## config.mk

```make
export PLATFORM = sky130hd
export DESIGN_NAME = pc_branch_unit_32
export DESIGN_NICKNAME = d
export VERILOG_FILES = /design/src/rtl/pc_branch_unit_32.sv
export SDC_FILE = /design/constraint.sdc
export NUM_CORES = 1
export LEC_CHECK = 0
export ABC_AREA = 0
export CORE_ASPECT_RATIO = 0.5
export CORE_MARGIN = 2
export CORE_UTILIZATION = 30
export CTS_CLUSTER_DIAMETER = 200
export DETAILED_ROUTE_END_ITERATION = 10
export GPL_TIMING_DRIVEN = 0
export MAX_ROUTING_LAYER = met4
export PLACE_DENSITY = 0.55
export SETUP_SLACK_MARGIN = 0.5
export SLEW_MARGIN = 20
export SYNTH_ARGS = -nofsm -noshare
export SYNTH_HDL_FRONTEND = slang
export SYNTH_SLANG_ARGS = --single-unit
```

## constraint.sdc

```tcl
create_clock -name Clk -period 5.6 [get_ports Clk]
set_input_delay 1.12 -clock Clk [delete_from_list [all_inputs] [get_ports Clk]]
set_output_delay 1.12 -clock Clk [all_outputs]
set_load 0.02 [all_outputs]
```

## src/rtl/pc_branch_unit_32.sv

```systemverilog
// Program counter with a four-state branch resolver (IDLE -> WAIT -> RESOLVE -> ACK).
// Optional taken-branch statistics counter enabled by defining BRANCH_STATS_EN.
module pc_branch_unit_32 #(
  parameter logic [31:0] RESET_PC = 32'h0000_0000
) (
  input  logic        Clk,
  input  logic        Clr,
  input  logic [31:0] IR,
  input  logic        CON,
  input  logic [31:0] BUS,
  input  logic        PCin,
  input  logic        IncPC,
  input  logic        br_req,
  output logic        busy,
  output logic        br_ack,
  output logic        taken,
  output logic [31:0] PC
`ifdef BRANCH_STATS_EN
  ,
  output logic [15:0] br_count
`endif
);

  typedef enum logic [1:0] {
    S_IDLE,
    S_WAIT,
    S_RESOLVE,
    S_ACK
  } state_t;

  state_t      state;
  state_t      state_next;
  logic [31:0] disp;
  logic [31:0] pc_next;
  logic        disp_load;
  logic        unused_ir;

  assign unused_ir = ^IR[31:19];

  always_ff @(posedge Clk or posedge Clr) begin
    if (Clr) begin
      state <= S_IDLE;
    end else begin
      state <= state_next;
    end
  end

  always_comb begin
    state_next = state;
    case (state)
      S_IDLE:    if (br_req) state_next = S_WAIT;
      S_WAIT:    state_next = S_RESOLVE;
      S_RESOLVE: state_next = S_ACK;
      S_ACK:     state_next = S_IDLE;
      default:   state_next = S_IDLE;
    endcase
  end

  always_comb begin
    busy      = (state == S_WAIT) || (state == S_RESOLVE);
    disp_load = (state == S_IDLE) && br_req;
    pc_next   = PC;
    case (state)
      S_IDLE, S_ACK: begin
        if (PCin)       pc_next = BUS;
        else if (IncPC) pc_next = PC + 32'd1;
      end
      S_RESOLVE: if (CON) pc_next = PC + disp;
      default: pc_next = PC;
    endcase
  end

  // br_ack is registered off the ACK state, so it appears the cycle after ACK is left.
  always_ff @(posedge Clk or posedge Clr) begin
    if (Clr) begin
      PC     <= RESET_PC;
      disp   <= '0;
      taken  <= 1'b0;
      br_ack <= 1'b0;
    end else begin
      PC     <= pc_next;
      br_ack <= (state == S_ACK);
      if (disp_load) disp <= {{13{IR[18]}}, IR[18:0]};
      if (state == S_RESOLVE) taken <= CON;
    end
  end

`ifdef BRANCH_STATS_EN
  always_ff @(posedge Clk or posedge Clr) begin
    if (Clr) begin
      br_count <= '0;
    end else if ((state == S_RESOLVE) && CON && (br_count != 16'hFFFF)) begin
      br_count <= br_count + 16'd1;
    end
  end
`endif

endmodule

```

* Yosys cells after proc, flatten, opt, wreduce, memory -nomap -nowiden
Cells that the tools add are included.
** Word-level totals
- Register bits :: 55
- Bits of input ports :: 70
- Logic and storage cells :: 25
** Cells by class
- $add $sub $neg :: 2
- Equality and inequality tests :: 6
- Mux-type cells :: 6
- Reduce and logical (&&, ||, !) cells :: 6
** Operators with widths (count)
- $mux W32 :: 3
- $pmux W32 S2 :: 1
- $add A32 B1 Y32 const B :: 1
- $add A32 B32 Y32 :: 1
- $pmux W2 S4 :: 1
- $eq A2 B2 Y1 const B :: 2
- $ne A2 B2 Y1 const B :: 2
- $ne A3 B3 Y1 const B :: 1
- $reduce_and A3 Y1 :: 1
- $eq A2 B1 Y1 const B :: 1
- $logic_not A2 Y1 :: 1
- $mux W2 :: 1
- $reduce_bool A2 Y1 :: 1
- $reduce_or A2 Y1 :: 1
- $logic_and A1 B1 Y1 :: 1
- $logic_or A1 B1 Y1 :: 1

* Logic depth before layout (Yosys ltp)
- Word-level depth :: 4
- Mapped depth :: 10

* Worst setup path after synthesis
No wires, ideal clock.
- Kind :: register -> register
- From :: reg PC[0]
- To :: reg PC[24]
- Setup time :: 0.126 ns
- Data arrival time :: 2.573 ns
- Setup slack :: 2.901 ns
- Stages on the path, launching flop included :: 11
- Buffers on the path :: 0
- Clock period less this slack :: 2.699 ns
- Cell sequence :: dfrtp_1 > ha_1 > fa_1 > a21oi_2 > o211a_1 > o41a_1 > o21ai_2 > a211oi_2 > o21ai_2 > mux2i_1 > a221o_1
** On the way
- Longest elaborated chain between the ends :: 4
** RTL lines
- start: declaration :: line 17 : output logic [31:0] PC
- start signal: assignment :: line 81 : PC <= pc_next;
- $add A32 B1 Y32 :: line 66 : else if (IncPC) pc_next = PC + 32'd1;
- $mux W32 :: line 66
- $mux W32 :: line 65 : if (PCin) pc_next = BUS;
- $pmux W32 S2 * :: line 63 : case (state)
Every way passes the cells marked *; elsewhere a longest branch is shown, timed or not. The select of a mux whose other input is x is not followed.
A chain may end at the register's enable or synchronous reset.

* Worst setup path after layout
- From :: reg disp[18] (netlist name)
- To :: reg PC[31]
** On the way
- Longest elaborated chain between the ends :: 3
** RTL lines
- $add A32 B32 Y32 :: line 68 : S_RESOLVE: if (CON) pc_next = PC + disp;
- $mux W32 :: line 68
- $pmux W32 S2 :: line 63
Every way passes these cells. The select of a mux whose other input is x is not followed.

==> impl_metrics.yaml <==
min_path:
  hp-class: "reg -> reg"
synth:
  ys.warnings.count: 0
  synth_area_um2: 4920
  synth_area_leaders: "dfrtp_1 (28%), ha_1 (9.1%), a21oi_1 (6.3%), o21ai_0 (6.1%), xnor2_1 (5.5%)"
  syn_inst: 591
  synth_fp_nets: 698
  syn_area_per_cell_um2: 8.33
  ys_types: 67
  synthArstFlopShare: 1.00
  synth_top_area_cell: "dfrtp_1"
  synth_top_flop_cell: "dfrtp_1"
  yosysSeqAreaShare: 0.280
  synth_seq_cells: 55
  synth_edf_count: 0
  yosys.area.top_type_share: 0.280
global_route:
  grt.overflow.total: 0
  antenna_found_initial: 0
  grt_pass1_vias: 4598
  track_usage: 0.195
  grt_pass1_wl_mm: 25.6
  grt_max_degree: 33
clock_network:
  clockBufferDepth: 2
  ctsHoldBuffers: 0
  clk_pin_slew_ns: 0.08
  cts_made_buffers: 5
  h-tree-depth: 2
  clock_sinks: 55
  cts_tree: "built"
  cts_resized: 0
  clock_latency_ns: 0.30
  cts_root_buf: "clkbuf_16"
  cts_setup_buffers: 0
die:
  ios: 105
  die-width_um: 185
  core_area_um2: 16200
  die-area_um2: 17500
  die_height_um: 94.6
  fp-row-count: 33
  start_util: 0.303
placement:
  io_buffer_count: 90
  hpwl_mm: 12.6
  gp_congestion: 0.892
pwr:
  p_leak_uw: 0.00250
  power_density_nw_per_um2: 720
  ir_drop_mv: 0.213
setup_path:
  rrSetupSlack_ns: 2.46
  path_class: "reg -> reg"
  crit_arrival_ns: 3.36
  cp_max_fo: 17
  cp-end-kind: "flip-flop"
  cp-start-kind: "flip-flop"
  crit_required_ns: 5.82
routing:
  vias: 4817
  ant_nets: 0
  drc: 0
  via_per_inst: 5.25
  drt_iter0_drc: 311
  drtPass1Iterations: 4
  drt_wl_total_mm: 16.4
  detail_route.wl_per_cell_um: 17.9
finish:
  final_common_cell: "clkdlybuf4s50_1"
  diodes: 0
  layout_common_cells: "clkdlybuf4s50_1 (90), nand2_1 (64), a21oi_1 (62)"
  syn_to_final_growth_pct: 27.6
  fin_nets: 796
  drive_above_1_share: 0.0826
flow_run:
  drv_cap: 0
sta:
  clock_skew_ns: 0.00681
  finalSetupViolCount: 0
  slew_headroom: 0.319
  finalMaxSlewViolations: 0
  finalHoldViolCount: 0
  fmax_ghz: 0.319
  worst_hold_slack_ns: 0.510
  tns_ns: 0
  rsz0062_at_grt: "no"
  fin_crit_ns: 3.14
  worstMarginPinSlew_ns: 1.02
  fin_crit_sh: 0.560
status:
  outcome: "finished clean"
layer usage:
metal | share of wire | track usage | wire, um
met5 | 0 | - | 0
met4 | 0.013 | 0.0370 | 212
met3 | 0.038 | 0.0228 | 630
met2 | 0.43 | 0.295 | 7110
met1 | 0.52 | 0.282 | 8460
cell usage after synthesis, types with 2 or more instances:
cell type,instances
a211oi_1,4
o22ai_1,3
nor2b_1,5
nand3b_1,2
ha_1,36
o211a_1,2
dfrtp_1,55
a21oi_1,62
and2_2,2
nor2_1,41
nor4b_1,2
nor3_1,7
xor2_1,15
o21a_1,3
o21ai_2,2
a21o_1,6
and2_1,3
clkbuf_1,16
a31oi_1,3
buf_2,3
mux2_2,21
nand4_1,8
nand3_1,22
nand2b_1,3
inv_1,14
o21ai_0,60
and4_1,2
xnor2_1,31
o2111ai_1,3
o21bai_1,4
or3_1,3
nor4_1,6
a22oi_1,2
a221oi_1,4
o211ai_1,5
and3_1,11
nand2_1,64
a211oi_2,2
or2_2,2
mux2i_1,17
o221ai_1,4
buf_6,6
flip-flops by register name (all words and copies together), names as in the netlist:
register / count
PC: 32
disp: 19
state: 2
br_ack: 1
taken: 1
per-stage QoR:
step	utilization	total power (uW)	area (um^2)	cells	worst slack (ns)
3_3_place_gp	0.376	4130	6110	908	1.87
5_1_grt	0.387	4920	6280	917	2.24
3_5_place_dp	0.378	4150	6130	909	2.33
2_1_floorplan	-	3160	4920	591	2.90
6_report	0.387	4520	6280	917	2.46
4_1_cts	0.387	4510	6280	917	2.51
logic make-up (layout without fill, tap and decap cells):
kind of cell	after synthesis	in the layout	share of synthesized area
fa+ha+maj	37	37	0.0956
simple gates	189	189	0.186
buf+inv	40	139	0.0404
mux	38	38	0.0826
flops	55	55	0.280
compound gates	186	186	0.234
xor+xnor	46	46	0.0818
final timing paths:
check | depth (start not counted) | endpoint | start
setup reg to reg | 8 | PC[31]$_DFFE_PP0P_ | disp[18]$_DFFE_PP0P_
hold reg to reg | 1 | taken$_DFFE_PP0P_ | taken$_DFFE_PP0P_
min in group asynchronous | 2 | disp[12]$_DFFE_PP0P_ | Clr
max in group asynchronous | 3 | disp[9]$_DFFE_PP0P_ | Clr
hold / removal | 1 | taken$_DFFE_PP0P_ | taken$_DFFE_PP0P_
setup / recovery | 8 | PC[31]$_DFFE_PP0P_ | disp[18]$_DFFE_PP0P_
worst max-delay path, stage by stage (launching register included):
cell and delay [ns]:
dfrtp_1 0.77, ha_1 0.40, a21o_1 0.22, a221oi_1 0.54, o22ai_1 0.25, nor4_2 0.39
o2111ai_1 0.18, and3b_1 0.22, o211ai_1 0.08
where the power goes:
group | internal [uW] | leakage, uW | switching, uW | total (uW)
clock network | 171 | 0.0000719 | 170 | 341
logic | 1400 | 0.00176 | 1880 | 3280
registers | 607 | 0.000665 | 290 | 897
total | 2180 | 0.00250 | 2340 | 4520
area by class of cell:
class / count / area [um^2]
tap: 227 / 284
sequential: 55 / 1380
buffer: 26 / 146
clock buffer: 5 / 125
fill: 1664 / 9940
clock inverter: 3 / 27.5
inverter: 14 / 55.1
multi-input combinational: 496 / 3350
timing repair buffer: 91 / 921
(Power assumes the default switching activity.)
